$ cat config.mk
export PLATFORM = sky130hd
export DESIGN_NAME = clock_time_keeper
export DESIGN_NICKNAME = d
export VERILOG_FILES = /design/src/rtl/clock_time_keeper.sv
export SDC_FILE = /design/constraint.sdc
export NUM_CORES = 1
export LEC_CHECK = 0
export ABC_AREA = 1
export CORE_MARGIN = 2
export CORE_UTILIZATION = 40
export CTS_CLUSTER_DIAMETER = 60
export DETAILED_ROUTE_END_ITERATION = 16
export SYNTH_ARGS = -nofsm -noshare
export SYNTH_HDL_FRONTEND = slang
export SYNTH_SLANG_ARGS = --single-unit
$ cat constraint.sdc
create_clock -name clk_in_50M -period 2.3 [get_ports clk_in_50M]
set_input_delay 0.46 -clock clk_in_50M [delete_from_list [all_inputs] [get_ports clk_in_50M]]
set_output_delay 0.46 -clock clk_in_50M [all_outputs]
set_load 0.02 [all_outputs]
$ cat src/rtl/clock_time_keeper.sv
// Time-of-day core: synchronised 1 Hz tick, BCD hh:mm:ss,
// button-driven set mode and digit-blink flags for the scanner.
module clock_time_keeper #(
    parameter int unsigned SYNC_STAGES = 2,
    parameter logic [7:0]  RESET_HOUR  = 8'h00,
    parameter logic [7:0]  RESET_MIN   = 8'h00
) (
    input  logic       clk_in_50M,
    input  logic       rst_n,
    input  logic       tick_1hz_in,
    input  logic       blink_4hz_in,
    input  logic       btn_mode,
    input  logic       btn_inc,
    output logic [7:0] hour_bcd,
    output logic [7:0] min_bcd,
    output logic [7:0] sec_bcd,
    output logic [1:0] mode,
    output logic       blank_hour,
    output logic       blank_min,
    output logic       sec_pulse,
    output logic       day_pulse
);

    typedef enum logic [1:0] {
        RUN      = 2'd0,
        SET_HOUR = 2'd1,
        SET_MIN  = 2'd2
    } mode_e;

    logic [SYNC_STAGES-1:0] tick_sync_q;
    logic [SYNC_STAGES-1:0] blink_sync_q;
    logic                   tick_hist_q;
    logic                   mode_btn_q;
    logic                   inc_btn_q;
    logic                   mode_edge_q;
    logic                   inc_edge_q;
    logic                   tick_en;

    mode_e      mode_q, mode_d;
    logic [7:0] hour_q, hour_d;
    logic [7:0] min_q, min_d;
    logic [7:0] sec_q, sec_d;
    logic       sec_pulse_q, sec_pulse_d;
    logic       day_pulse_q, day_pulse_d;
    logic       blank_hour_q, blank_min_q;

    // Two-digit BCD increment that wraps to 00 after max.
    function automatic logic [7:0] bcd_inc(input logic [7:0] v,
                                           input logic [7:0] max);
        if (v == max)
            return 8'h00;
        else if (v[3:0] == 4'd9)
            return {v[7:4] + 4'd1, 4'h0};
        else
            return {v[7:4], v[3:0] + 4'd1};
    endfunction

    assign tick_en = tick_sync_q[SYNC_STAGES-1] & ~tick_hist_q;

    always_comb begin
        mode_d      = mode_q;
        hour_d      = hour_q;
        min_d       = min_q;
        sec_d       = sec_q;
        sec_pulse_d = 1'b0;
        day_pulse_d = 1'b0;
        if (mode_edge_q) begin
            unique case (mode_q)
                RUN: begin
                    mode_d = SET_HOUR;
                    sec_d  = 8'h00;
                end
                SET_HOUR: mode_d = SET_MIN;
                default:  mode_d = RUN;
            endcase
        end else begin
            unique case (mode_q)
                RUN: begin
                    if (tick_en) begin
                        sec_d       = bcd_inc(sec_q, 8'h59);
                        sec_pulse_d = 1'b1;
                        if (sec_q == 8'h59) begin
                            min_d = bcd_inc(min_q, 8'h59);
                            if (min_q == 8'h59) begin
                                hour_d      = bcd_inc(hour_q, 8'h23);
                                day_pulse_d = (hour_q == 8'h23);
                            end
                        end
                    end
                end
                SET_HOUR: begin
                    if (inc_edge_q)
                        hour_d = bcd_inc(hour_q, 8'h23);
                end
                default: begin
                    if (inc_edge_q)
                        min_d = bcd_inc(min_q, 8'h59);
                end
            endcase
        end
    end

    always_ff @(posedge clk_in_50M or negedge rst_n) begin
        if (!rst_n) begin
            tick_sync_q  <= '0;
            blink_sync_q <= '0;
            tick_hist_q  <= 1'b0;
            mode_btn_q   <= 1'b0;
            inc_btn_q    <= 1'b0;
            mode_edge_q  <= 1'b0;
            inc_edge_q   <= 1'b0;
            mode_q       <= RUN;
            hour_q       <= RESET_HOUR;
            min_q        <= RESET_MIN;
            sec_q        <= 8'h00;
            sec_pulse_q  <= 1'b0;
            day_pulse_q  <= 1'b0;
            blank_hour_q <= 1'b0;
            blank_min_q  <= 1'b0;
        end else begin
            tick_sync_q  <= {tick_sync_q[SYNC_STAGES-2:0], tick_1hz_in};
            blink_sync_q <= {blink_sync_q[SYNC_STAGES-2:0], blink_4hz_in};
            tick_hist_q  <= tick_sync_q[SYNC_STAGES-1];
            mode_btn_q   <= btn_mode;
            inc_btn_q    <= btn_inc;
            mode_edge_q  <= btn_mode & ~mode_btn_q;
            inc_edge_q   <= btn_inc & ~inc_btn_q;
            mode_q       <= mode_d;
            hour_q       <= hour_d;
            min_q        <= min_d;
            sec_q        <= sec_d;
            sec_pulse_q  <= sec_pulse_d;
            day_pulse_q  <= day_pulse_d;
            blank_hour_q <= (mode_q == SET_HOUR) & blink_sync_q[SYNC_STAGES-1];
            blank_min_q  <= (mode_q == SET_MIN) & blink_sync_q[SYNC_STAGES-1];
        end
    end

    assign hour_bcd   = hour_q;
    assign min_bcd    = min_q;
    assign sec_bcd    = sec_q;
    assign mode       = mode_q;
    assign blank_hour = blank_hour_q;
    assign blank_min  = blank_min_q;
    assign sec_pulse  = sec_pulse_q;
    assign day_pulse  = day_pulse_q;

endmodule

==> results_dict.tcl <==
set metrics [dict create \
    status "finished, final reports clean" \
    synthTopCellsByArea "dfrtp_1, ha_1, nand2_1" \
    synthFlopType "dfrtp_1" \
    p_seq_share_pct 41.3 \
    ant_nets 0 \
    tightest_slew_ns 0.357 \
    async_flop_share_pct 100 \
    grt_use_met1_pct 20.7 \
    synth-compound-area-share_pct 6.71 \
    synthToLayoutAreaGrowth_pct 26.6 \
    ys_seq_elements 39 \
    syn_inst 210 \
    synth_area_sq_um 2010 \
    cts-buffers-inserted 5 \
    track_usage_pct 14.8 \
    drtIter0Drc 55 \
    ios 36 \
    worstPathRequired_ns 1.84 \
    synth_warnings 0 \
    yosys.area_share.simple_pct 26.9 \
    setup_viol 0 \
    min_period_ns 1.85 \
    post-route-period-util_pct 80.5 \
    port_buffers 35 \
    synthMuxAreaShare_pct 0.497 \
    cts.clk_slew.worst_paths_ns 0.08 \
    clock.fmax_ghz 0.540 \
    worstPathMaxFanout 5 \
    netSwitchingFraction_pct 36.6 \
    place_inst 313 \
    ctsLongestPathBuffers 2 \
    synth_xor_area_share_pct 4.35 \
    p_leak_uw 0.00113 \
    grt_overflow 0 \
    yosysMostFrequentCell "dfrtp_1" \
    grt_pass1_wl_um 6240 \
    cts_hold_buf 0 \
    hpwlAfterDp_um 2850 \
    powerDensity_nw_per_um2 916 \
    clk_latency_ns 0.29 \
    grtUsageMet2_pct 22.5 \
    post_cts_buffers 0 \
    grt_max_degree 18 \
    yosysTopAreaCell "dfrtp_1" \
    peakVddDrop_uv 421 \
    synth_edf_count 0 \
    vias_per_cell 4.59 \
    clock_skew_ns 0.00830 \
    crit_path_max_incr_delay_ns 0.64 \
    finalHoldViolations 0 \
    worstSetupStartpointType "register" \
    start_util_pct 42.1 \
    grt_pass1_vias 1362 \
    drc 0 \
    fp.dieW_um 75.0 \
    syn_nets 228 \
    cp_num_buf_inv 1 \
    die_y_um 75.0 \
    setup_ws_ns 0.447 \
    path_delay_family "buffers and inverters" \
    synth_adder_area_share_pct 7.45 \
    fin_nets 271 \
    drv_slew 0 \
    place_ws_ns 0.664 \
    tns_ns 0 \
    drive_above_1_share_pct 12.2 \
    crit_chain "clkdlybuf4s50_1" \
    worstSetupPathType "reg -> out" \
    core_sq_um 4790 \
    netlist_top_cells_count "dfrtp_1, nand2_1, inv_1, nor2_1, nand3_1" \
    cts_resized 0 \
    p_sw_uw 856 \
    critPathArrivalTime_ns 1.39 \
    rows 25 \
    num_vias 1473 \
    antenna_found_initial 0 \
    antennaDiodeCount 0 \
    internal-power_uw 1480 \
    relSlewSlack_pct 76.2 \
    rsz0062_at_grt "no" \
    place_congestion 0.795 \
    endpoint_kind "primary output" \
    synth_top_family_by_area "simple AND/OR/NAND/NOR gates" \
    wirelength_um 3710 \
    grt.busiest_layer "met2" \
    fin_cells 321 \
    post_drt_wl_per_cell_um 11.6 \
    maxCapViolCount 0 \
    avgSynthCellArea_sq_um 9.59 \
    firstDrtPassIters 4 \
    synth.top_cell.area_share_pct 48.4 \
    clock-sinks 39 \
    htree_levels 2 \
    pwr-share-clk_pct 24.3 \
    ys_seq_area_share_pct 48.4 \
    hp-class "in -> async" \
    comb_power_share_pct 34.4 \
    synth.distinct_cells 28 \
    cp_slowest_cell "clkdlybuf4s50_1" \
    die_area_sq_um 5620 \
    cts_tree "done" \
    grtUsageMet3_pct 3.88 \
    reg2reg_slack_ns 0.66 \
    root_buffer "clkbuf_8" \
]
placed cells by master (no fill, tap or decap), drive strengths merged:
master         count
nor4               1
o21ai             13
nand3b             1
o22ai              3
or2                2
nand2             41
o21bai             5
clkinv             2
mux2i              1
clkbuf             5
bufinv             1
dfrtp             39
inv               25
xor2               7
buf                3
xnor2              3
a21oi              2
ha                12
clkdlybuf4s50     34
nand3             21
nor2              25
nor3               2
nand4              6
final cells by class:
class	instances	area [sq um]
tap	67	83.8
multi-input combinational	145	925
sequential	39	976
fill	446	2230
clock buffer	5	68.8
clock inverter	3	43.8
timing repair buffer	37	360
inverter	25	93.8
path summary, 6_finish.rpt:
check	from	endpoint	cells past startpoint
worst max-delay path	min_bcd[3]	min_bcd[3]	1
worst min-delay path	rst_n	sec_bcd[0]	1
worst max register to register	sec_bcd[1]	hour_bcd[7]	9
worst min register to register	tick_sync_q[0]	tick_sync_q[1]	0
max in group asynchronous	rst_n	min_bcd[1]	2
min in group clk_in_50M	tick_sync_q[0]	tick_sync_q[1]	0
sequential cells by signal, summed over array words and instances (netlist names):
register / cells
mode_edge_q: 1
day_pulse: 1
blink_sync_q: 2
mode: 2
blank_min: 1
tick_hist_q: 1
mode_btn_q: 1
hour_bcd: 8
inc_edge_q: 1
inc_btn_q: 1
tick_sync_q: 2
blank_hour: 1
sec_pulse: 1
sec_bcd: 8
min_bcd: 8
cells by family after synthesis:
family | Yosys count
simple gates | 99
xor+xnor | 10
mux | 1
flops | 39
fa+ha+maj | 12
buf+inv | 26
compound gates | 23
layer usage:
layer,wire length (um),vias up
met3,127,4
li1,-,771
met5,0,-
met4,34,0
met2,1710,22
met1,1830,676
metrics by stage:
stage	area (sq um)	utilization (%)	hold WS (ns)	total power, uW
4_1_cts	2550	53.3	0.0744	2370
6_report	2550	53.3	0.0693	2340
3_3_place_gp	2440	51.0	0.336	1790
5_1_grt	2550	53.3	0.0960	2500
2_1_floorplan	2010	-	0.164	1480
3_5_place_dp	2440	51.0	0.340	1790
power by group through the flow:
stage                     clock network [uW]  logic, uW  registers, uW
final                                    567        805            965
after global routing                     609        900            990
after CTS                                581        818            967
after detailed placement                   0        815            979
after global placement                     0        809            977
after floorplan                            0        394           1080
Note: power is estimated with default switching activity, not from simulation.
